### src/rtl/bwn_xnor_popcount_if.sv
// Handshake/bus bundle for bwn_xnor_popcount.
// When BWN_SIGNED_SUM_EN is defined, iTHRESH/oSUM widen by one bit for the signed +/-1 dot product.
interface bwn_xnor_popcount_if #(
   parameter int BL = 154
);
   localparam int AW = $clog2(BL + 1);
`ifdef BWN_SIGNED_SUM_EN
   localparam int SW = AW + 1;
`else
   localparam int SW = AW;
`endif

   logic          iLOAD;
   logic [BL-1:0] iDATA;
   logic [BL-1:0] iWEIGHT;
   logic [SW-1:0] iTHRESH;
   logic          iACK;
   logic          oREADY;
   logic          oVALID;
   logic [SW-1:0] oSUM;
   logic          oBIT;

   modport master (
      output iLOAD, iDATA, iWEIGHT, iTHRESH, iACK,
      input  oREADY, oVALID, oSUM, oBIT
   );

   modport slave (
      input  iLOAD, iDATA, iWEIGHT, iTHRESH, iACK,
      output oREADY, oVALID, oSUM, oBIT
   );
endinterface

### src/rtl/bwn_xnor_popcount.sv
// XNOR-popcount binarized neuron: latches act/weight, popcounts CW bits per cycle, thresholds, holds result under valid/ack.
// Optional macro BWN_SIGNED_SUM_EN: oSUM = 2*popcount - BL (signed) with signed threshold compare.
module bwn_xnor_popcount #(
   parameter int BL = 154,
   parameter int CW = 16
) (
   input  logic               iCLK,
   input  logic               iRST_n,
   input  logic               iCLR,
   bwn_xnor_popcount_if.slave bus
);
   localparam int NCH = (BL + CW - 1) / CW;
   localparam int AW  = $clog2(BL + 1);
`ifdef BWN_SIGNED_SUM_EN
   localparam int SW  = AW + 1;
`else
   localparam int SW  = AW;
`endif
   localparam int IW  = (NCH > 1) ? $clog2(NCH) : 1;
   localparam int PW  = $clog2(CW + 1);

   typedef enum logic [1:0] {
      S_IDLE,
      S_RUN,
      S_DONE
   } state_t;

   state_t                 r_state;
   state_t                 w_state_nxt;
   logic [BL-1:0]          r_x;
   logic [SW-1:0]          r_thr;
   logic [AW-1:0]          r_acc;
   logic [IW-1:0]          r_idx;
   logic [SW-1:0]          r_sum;
   logic                   r_bit;
   logic                   r_valid;

   logic                   w_ready;
   logic                   w_accept;
   logic                   w_step;
   logic                   w_last;
   logic                   w_done_ack;
   logic [NCH-1:0][CW-1:0] w_xpad;
   logic [CW-1:0]          w_chunk;
   logic [PW-1:0]          w_pop;
   logic [AW-1:0]          w_final;
   logic [SW-1:0]          w_res;
   logic                   w_ge;

   // Zero-padding above BL masks the tail of the last chunk.
   assign w_xpad = (NCH * CW)'(r_x);

   if (NCH == 1) begin : g_one_chunk
      assign w_chunk = w_xpad[0];
   end else begin : g_multi_chunk
      assign w_chunk = w_xpad[r_idx];
   end

   always_comb begin
      w_pop = '0;
      for (int unsigned i = 0; i < CW; i++) begin
         w_pop = w_pop + PW'(w_chunk[i]);
      end
   end

   assign w_final = r_acc + AW'(w_pop);

`ifdef BWN_SIGNED_SUM_EN
   assign w_res = {w_final, 1'b0} - SW'(BL);
   assign w_ge  = $signed(w_res) >= $signed(r_thr);
`else
   assign w_res = w_final;
   assign w_ge  = w_res >= r_thr;
`endif

   always_ff @(posedge iCLK or negedge iRST_n) begin
      if (!iRST_n) begin
         r_state <= S_IDLE;
      end else begin
         r_state <= w_state_nxt;
      end
   end

   always_comb begin
      w_state_nxt = r_state;
      if (iCLR) begin
         w_state_nxt = S_IDLE;
      end else begin
         case (r_state)
            S_IDLE:  if (w_accept) w_state_nxt = S_RUN;
            S_RUN:   if (w_last) w_state_nxt = S_DONE;
            S_DONE: begin
               if (w_accept) begin
                  w_state_nxt = S_RUN;
               end else if (bus.iACK) begin
                  w_state_nxt = S_IDLE;
               end
            end
            default: w_state_nxt = S_IDLE;
         endcase
      end
   end

   always_comb begin
      w_ready    = (r_state == S_IDLE) | ((r_state == S_DONE) & bus.iACK);
      w_accept   = bus.iLOAD & w_ready;
      w_step     = (r_state == S_RUN);
      w_last     = w_step & (r_idx == IW'(NCH - 1));
      w_done_ack = (r_state == S_DONE) & bus.iACK;
   end

   // Result registers survive iCLR; only the in-flight accumulation is discarded.
   always_ff @(posedge iCLK or negedge iRST_n) begin
      if (!iRST_n) begin
         r_x     <= '0;
         r_thr   <= '0;
         r_acc   <= '0;
         r_idx   <= '0;
         r_sum   <= '0;
         r_bit   <= 1'b0;
         r_valid <= 1'b0;
      end else if (iCLR) begin
         r_acc   <= '0;
         r_idx   <= '0;
         r_valid <= 1'b0;
      end else if (w_accept) begin
         r_x     <= ~(bus.iDATA ^ bus.iWEIGHT);
         r_thr   <= bus.iTHRESH;
         r_acc   <= '0;
         r_idx   <= '0;
         r_valid <= 1'b0;
      end else if (w_step) begin
         r_acc <= w_final;
         r_idx <= r_idx + IW'(1);
         if (w_last) begin
            r_sum   <= w_res;
            r_bit   <= w_ge;
            r_valid <= 1'b1;
         end
      end else if (w_done_ack) begin
         r_valid <= 1'b0;
      end
   end

   assign bus.oREADY = w_ready;
   assign bus.oVALID = r_valid;
   assign bus.oSUM   = r_sum;
   assign bus.oBIT   = r_bit;
endmodule

### src/flat_wrapper.sv
// flat-port wrapper written by rule: the top's interface ports become plain ports
module bwn_xnor_popcount_flat 
#(
   parameter int BL = 154,
   parameter int CW = 16
)
  (iCLK, iRST_n, iCLR, bus_iLOAD, bus_iDATA, bus_iWEIGHT, bus_iTHRESH, bus_iACK, bus_oREADY, bus_oVALID, bus_oSUM, bus_oBIT);
  bwn_xnor_popcount_if #(.BL(BL)) bus_i ();
  input  logic iCLK;
  input  logic iRST_n;
  input  logic iCLR;
  input wire logic [$bits(bus_i.iLOAD)-1:0] bus_iLOAD;
  input wire logic [$bits(bus_i.iDATA)-1:0] bus_iDATA;
  input wire logic [$bits(bus_i.iWEIGHT)-1:0] bus_iWEIGHT;
  input wire logic [$bits(bus_i.iTHRESH)-1:0] bus_iTHRESH;
  input wire logic [$bits(bus_i.iACK)-1:0] bus_iACK;
  output wire logic [$bits(bus_i.oREADY)-1:0] bus_oREADY;
  output wire logic [$bits(bus_i.oVALID)-1:0] bus_oVALID;
  output wire logic [$bits(bus_i.oSUM)-1:0] bus_oSUM;
  output wire logic [$bits(bus_i.oBIT)-1:0] bus_oBIT;
  assign bus_i.iLOAD = bus_iLOAD;
  assign bus_i.iDATA = bus_iDATA;
  assign bus_i.iWEIGHT = bus_iWEIGHT;
  assign bus_i.iTHRESH = bus_iTHRESH;
  assign bus_i.iACK = bus_iACK;
  assign bus_oREADY = bus_i.oREADY;
  assign bus_oVALID = bus_i.oVALID;
  assign bus_oSUM = bus_i.oSUM;
  assign bus_oBIT = bus_i.oBIT;
  bwn_xnor_popcount #(.BL(BL), .CW(CW)) u_core (.iCLK(iCLK), .iRST_n(iRST_n), .iCLR(iCLR), .bus(bus_i));
endmodule
### config.mk
export PLATFORM = sky130hd
export DESIGN_NAME = bwn_xnor_popcount_flat
export DESIGN_NICKNAME = d
export VERILOG_FILES = /design/src/rtl/bwn_xnor_popcount_if.sv /design/src/rtl/bwn_xnor_popcount.sv /design/src/flat_wrapper.sv
export SDC_FILE = /design/constraint.sdc
export NUM_CORES = 1
export LEC_CHECK = 0
export CAP_MARGIN = 5
export CORE_AREA = 10 10 163 165
export DETAILED_ROUTE_END_ITERATION = 12
export DIE_AREA = 0 0 173 175
export PLACE_DENSITY = 0.77
export SLEW_MARGIN = 20
export SYNTH_ARGS = -nofsm -noshare
export SYNTH_HDL_FRONTEND = slang
export SYNTH_SLANG_ARGS = --single-unit
### constraint.sdc
create_clock -name iCLK -period 15.9 [get_ports iCLK]
set_clock_uncertainty 0.1 [all_clocks]
set_input_delay 3.18 -clock iCLK [delete_from_list [all_inputs] [get_ports iCLK]]
set_output_delay 3.18 -clock iCLK [all_outputs]
set_load 0.05 [all_outputs]
==> results of run 1 <==
-- through the flow --
step	power (mW)	instance area [µm²]	setup WS, ps
final	1.92	14300	7770
after floorplan	1.22	10300	9010
after global placement	1.47	13700	7780
after global routing	2.09	14300	7700
after CTS	1.95	14300	7760
after detailed placement	1.51	13700	7760
-- cells by family after synthesis --
kind of cell / after synthesis
AO/OA/AOI/OAI: 207
AND/OR/NAND/NOR: 201
flip-flops: 186
XOR/XNOR: 163
buffers and inverters: 76
multiplexers: 73
adder cells (fa/ha/maj): 32
-- worst max-delay path, cell delays in order --
cell and delay [ps]:
clkdlybuf4s50_1 520, inv_1 100, a21oi_4 210, clkdlybuf4s50_1 840
-- registers in the layout, indices dropped and copies added (netlist names) --
name,flops
u_core.r_thr,8
u_core.r_x,154
u_core.r_state,2
u_core.r_idx,4
u_core.bus.oSUM,8
u_core.r_acc,8
u_core.bus.oVALID,1
u_core.bus.oBIT,1
-- placed cells by master, fill, tap and decap left out, drive strengths merged, types with 2 or more instances in the layout --
cell             n
a211oi           4
a21o             3
a21oi            9
a22o             5
buf              6
bufinv           2
clkbuf          18
clkdlybuf4s50  330
clkinv           4
clkinvlp         2
dfrtp          186
fa              11
ha              21
inv             30
mux2            15
mux2i           26
mux4            32
nand2          172
nand2b           3
nand3            2
nand3b           2
nand4            2
nor2            10
nor2b            2
nor4b            2
o21ai          169
o22a             4
o22ai            7
xnor2            2
xor2           161
-- worst max path at each step --
stage,start,end,cells past startpoint
3_5_place_dp,bus_iACK,bus_oREADY,4
4_1_cts,bus_iACK,bus_oREADY,4
5_1_grt,bus_iACK,bus_oREADY,4
2_1_floorplan,bus_iACK,bus_oREADY,2
6_report,bus_iACK,bus_oREADY,4
3_3_place_gp,bus_iACK,bus_oREADY,4
-- cell type report --
| class | instances | area [µm²] |
|---|---|---|
| Fill cell | 1953 | 8950 |
| Clock inverter | 14 | 185 |
| Sequential cell | 186 | 4660 |
| Timing Repair Buffer | 337 | 3390 |
| Tap cell | 319 | 399 |
| Inverter | 24 | 90.1 |
| Multi-Input combinational cell | 676 | 5160 |
| Clock buffer | 17 | 425 |
-- routing by layer --
layer	part of all wire, %	up-vias	track usage (%)
li1	-	3805	-
met1	40	3650	22.4
met2	53	220	33.6
met3	5.8	13	4.76
met4	0.94	0	3.95
met5	0	-	0
-- power by group --
part	internal, mW	total, mW	switching [mW]
sequential	0.566	0.618	0.0520
clock	0.239	0.434	0.195
combinational	0.421	0.872	0.451
total	1.23	1.92	0.698
==> flow_metrics.py, run 1 <==
metrics = {
    "power": {
        "ir_drop_mv": 0.127,
        "power_leakage_nw": 6.32,
        "powerDensity_mw_per_mm2": 134,
    },
    "sta": {
        "slew_headroom_pct": 38.9,
        "rsz0062_at_grt": "false",
        "fmax_ghz": 0.123,
        "finalSetupTns_ps": 0,
        "period_share_pct": 51.1,
        "hold_viol": 0,
        "slew_viol_final": 0,
        "final-setup-viol-count": 0,
        "holdWs_ps": 373,
        "finalCriticalPeriod_ps": 8130,
        "worst_slew_pin_slew_ps": 917,
    },
    "cts": {
        "post_cts_resized": 0,
        "cts_tree": "yes",
        "cts_root_buf": "clkbuf_16",
        "clock_sinks": 186,
        "cts_max_path_buffers": 2,
        "clk_latency_ps": 430,
        "cts_made_buffers": 17,
        "post_cts_buffers": 0,
        "path_clk_slew_ps": 70,
        "hold_buffers": 0,
        "cts.htree.levels": 4,
    },
    "floorplanning": {
        "core_mm2": 0.0233,
        "rows": 56,
        "die_height_um": 175,
        "start_util_pct": 44.2,
        "die_x_um": 173,
        "dieArea_mm2": 0.0303,
        "num_io_pins": 332,
    },
    "final_layout": {
        "fin_util_pct": 61.5,
        "finalNetCount": 1595,
        "antenna_cells": 0,
        "stdcell_count": 1573,
        "syn_to_final_growth_pct": 39.3,
        "drive_gt1_share_pct": 5.90,
    },
    "logic_synthesis": {
        "yosysWarnings": 0,
        "async_reset_ff_share_pct": 100,
        "ys_top_cells_by_count": "186 x dfrtp_1, 172 x nand2_1, 161 x xor2_1",
        "ys_ff_latch": 186,
        "syn_avg_cell_area_um2": 11.0,
        "synth_top_cell_by_area": "dfrtp_1",
        "yosysTopAreaCellShare_pct": 45.3,
        "netlist_area_mm2": 0.0103,
        "yosys.area_share.xor_xnor_pct": 13.9,
        "synthAdderAreaFrac_pct": 4.70,
        "synth-compound-area-share_pct": 11.0,
        "netlist_top_cells_area": "dfrtp_1 45%, xor2_1 14%, nand2_1 6.3%",
        "yosys.area_share.simple_pct": 8.10,
        "netlist_instances": 938,
        "seq_area_frac_synth_pct": 45.3,
        "muxShareOfSynthArea_pct": 12.5,
        "synth_edf_count": 0,
        "synth_ff_type": "dfrtp_1",
        "synth_top_family_by_area": "XOR/XNOR gates",
        "synth_cell_type_count": 51,
        "synth.most_common_cell": "dfrtp_1",
        "synth_nets": 1291,
    },
    "global_route": {
        "grt_pass1_wl_um": 44700,
        "antenna_found_initial": 0,
        "gr-total-overflow": 0,
        "grt_use_total_pct": 18.8,
        "grt_max_degree": 318,
        "grt_pass1_vias": 8205,
    },
    "hold_path": {
        "hold_depth": 2,
        "min-delay-start": "u_core.r_x[18]",
        "min_to": "u_core.r_x[18]",
        "hp-class": "reg2reg",
    },
    "routing": {
        "vias": 7688,
        "wl_um": 28700,
        "antenna_left": 0,
        "dr.pass1.iters": 5,
        "wl_per_cell_um": 18.2,
        "via_per_inst": 4.89,
        "drc": 0,
        "dr.first_iter.drc_count": 428,
    },
    "worst_setup_path": {
        "crit_required_ps": 12620,
        "arrival_ps": 4850,
        "r2r_slack_ps": 8450,
        "ff2ff_path_depth": 22,
        "reg2reg_from": "u_core.r_idx[0]",
        "path_class": "in2out",
        "cp_max_fo": 4,
        "start_kind": "input pin",
        "endpoint_kind": "output pin",
        "r2r-end": "u_core.bus.oBIT",
    },
    "place": {
        "place.port_buffers": 331,
        "dp_hpwl_um": 23200,
        "placed_cells": 1541,
        "place_congestion": 0.830,
    },
    "job": {
        "cap_violations": 0,
    },
    "status": {
        "status": "finished clean",
    },
}
Power figures use the tool's default switching activity.
==> run 2, diff against run 1 <==
Settings changed: CORE_AREA 10 10 163 165 to 10 10 166 168, DIE_AREA 0 0 173 175 to 0 0 176 178, PLACE_DENSITY 0.77 to 0.78.
Clock period 15.9 ns to 6.6 ns, I/O delays scaled along.
==> run 2 against run 1 <==
The run now ends with setup timing left; cell area up 2.7%; global-route usage is 0.93 points higher; register-to-register slack got worse by 8700 ps; non-clock buffer count grew 30; sequential share of layout area down 0.85 points; setup slack got worse by 8000 ps; routed wire length rose by 11%; worst hold slack improved by 3.3 ps.
==> flow_metrics.py, run 2 (synthesis results as in run 1) <==
metrics = {
    "sta": {
        "fmax_ghz": 0.146,
        "slew_viol_final": 0,
        "rsz0062_at_grt": "true",
        "slew_headroom_pct": 42.6,
        "period_share_pct": 103,
        "worst_slew_pin_slew_ps": 858,
        "hold_viol": 0,
        "final-setup-viol-count": 1,
        "timing.final.ws_setup_ps": -229,
        "finalCriticalPeriod_ps": 6830,
    },
    "cts": {
        "cts_root_buf": "clkbuf_16",
        "clock_sinks": 186,
        "cts.htree.levels": 4,
        "cts_tree": "yes",
        "cts_max_path_buffers": 2,
        "cts_made_buffers": 17,
        "clk_latency_ps": 440,
        "path_clk_slew_ps": 70,
    },
    "worst_setup_path": {
        "r2r-end": "u_core.bus.oBIT",
        "start_kind": "register",
        "arrival_ps": 7070,
        "crit_path_top_delay_cell": "fa_1",
        "path_class": "reg2reg",
        "reg2reg_from": "u_core.r_idx[0]",
        "cp_max_fo": 6,
        "path_delay_family": "adder cells",
        "max_stage_delay_ps": 580,
        "r2r_slack_ps": -230,
        "endpoint_kind": "register",
        "ff2ff_path_depth": 24,
        "path_common_cell": "fa_1",
        "crit_buf_inv": 6,
        "crit_required_ps": 6840,
        "path_cells": "buf_12, buf_4, buf_16, buf_4, mux4_2, mux2i_1, o22ai_1, fa_1, fa_1, fa_1, inv_1, fa_1, fa_2, inv_2, fa_1, ha_1, a21o_1, a21oi_4, o21ai_4, xor2_4, ha_4, nand4_1, or3_1, a31oi_1",
        "crit_start": "u_core.r_idx[0]",
    },
    "routing": {
        "vias": 8061,
        "dr.first_iter.drc_count": 455,
        "wl_um": 31700,
        "wl_per_cell_um": 19.7,
        "via_per_inst": 5.01,
        "dr.pass1.iters": 5,
        "drc": 0,
        "antenna_left": 0,
    },
    "floorplanning": {
        "num_io_pins": 332,
        "start_util_pct": 42.6,
        "rows": 57,
        "dieArea_mm2": 0.0313,
        "die_height_um": 178,
        "core_mm2": 0.0241,
        "die_x_um": 176,
    },
    "final_layout": {
        "drive_gt1_share_pct": 9.42,
        "fill_cells": 2010,
        "syn_to_final_growth_pct": 43.0,
        "mostFrequentLayoutCells": "330 x clkdlybuf4s50_1, 184 x dfrtp_1, 172 x nand2_1",
        "finalNetCount": 1625,
        "largest_reg_flops": 154,
        "stdcell_count": 1609,
        "mostFrequentLayoutCell": "clkdlybuf4s50_1",
        "fin_util_pct": 61.0,
        "antenna_cells": 0,
        "largest-register": "u_core.r_x",
    },
    "status": {
        "status": "finished with violations",
        "violations": "setup timing",
    },
    "power": {
        "powerDensity_mw_per_mm2": 333,
        "ir_drop_mv": 0.421,
        "power_leakage_nw": 6.48,
    },
    "job": {
        "cap_violations": 0,
    },
    "place": {
        "placed_cells": 1564,
        "place.port_buffers": 331,
        "place_congestion": 0.897,
        "dp_hpwl_um": 25400,
    },
    "hold_path": {
        "min_to": "u_core.r_x[85]",
        "hold_depth": 2,
        "hp-class": "reg2reg",
        "min-delay-start": "u_core.r_x[85]",
    },
    "global_route": {
        "grt_max_degree": 154,
        "grt_pass1_vias": 8654,
        "grt_use_total_pct": 19.7,
        "antenna_found_initial": 0,
        "gr-total-overflow": 0,
        "grt_pass1_wl_um": 47800,
    },
}
run 2: power breakdown:
group | internal, mW | leakage (nW) | switching [mW]
Clock | 0.543 | 0.274 | 0.469
Sequential | 1.36 | 2.34 | 0.149
Combinational | 1.11 | 3.87 | 1.26
run 2: how the worst max path moves through the flow:
stage          slack (ps)         endpoint  cells after the start
2_1_floorplan          10  u_core.bus.oBIT                     24
6_report             -230  u_core.bus.oBIT                     24
4_1_cts              -140  u_core.bus.oBIT                     22
5_1_grt              -370  u_core.bus.oBIT                     24
3_5_place_dp         -310  u_core.bus.oBIT                     22
3_3_place_gp          -60  u_core.bus.oBIT                     22
run 2: metal layers:
metal  up-vias  share of wire (%)  wire length [µm]  track usage, %
met5         -                  0                 0               0
met4         0                1.1               334            3.85
met3        23                7.0              2220            5.31
met2       289                 53             17000            36.2
met1      3883                 38             12200            22.7
li1       3866                  -                 -               -
run 2: stage by stage:
stage	hold slack [ps]	power [mW]	TNS, ps	cell area [µm²]	worst slack [ps]
after floorplan	341	2.94	0	10300	13.7
after global placement	354	3.64	-56.7	13800	-56.7
after detailed placement	362	3.72	-312	13800	-312
after CTS	379	4.78	-137	14500	-137
after global routing	397	5.24	-413	14700	-371
final	376	4.89	-229	14700	-229
run 2: what timing repair did:
| action | 4_1_cts | 5_1_grt |
|---|---|---|
| cloned | 1 | 0 |
| setup buffers | 6 | 6 |
| setup endpoints to repair | 1 | 1 |
| hold buffers | 0 | 0 |
| pin swaps | 11 | 14 |
| gates resized for setup | 9 | 18 |
run 2: final cells by class:
cell class / instances / area (µm²) / share of cell area (%)
clock buffers: 20 / 447 / 3.04
clock inverters: 12 / 130 / 0.885
inverters: 24 / 90.1 / 0.613
multi-input cells: 676 / 5290 / 36.0
flip-flops and latches: 186 / 4660 / 31.7
well taps: 324 / 405 / 2.76
repair buffers: 367 / 3680 / 25.0
run 2: worst reg2reg max path: stages, from the launching register on:
cell	delay [ps]
dfrtp_2	450
buf_12	150
buf_4	140
buf_16	130
buf_4	130
mux4_2	410
mux2i_1	140
o22ai_1	120
fa_1	580
fa_1	450
fa_1	500
inv_1	50
fa_1	450
fa_2	350
inv_2	80
fa_1	450
ha_1	310
a21o_1	210
a21oi_4	230
o21ai_4	120
xor2_4	190
ha_4	310
nand4_1	130
or3_1	340
a31oi_1	220
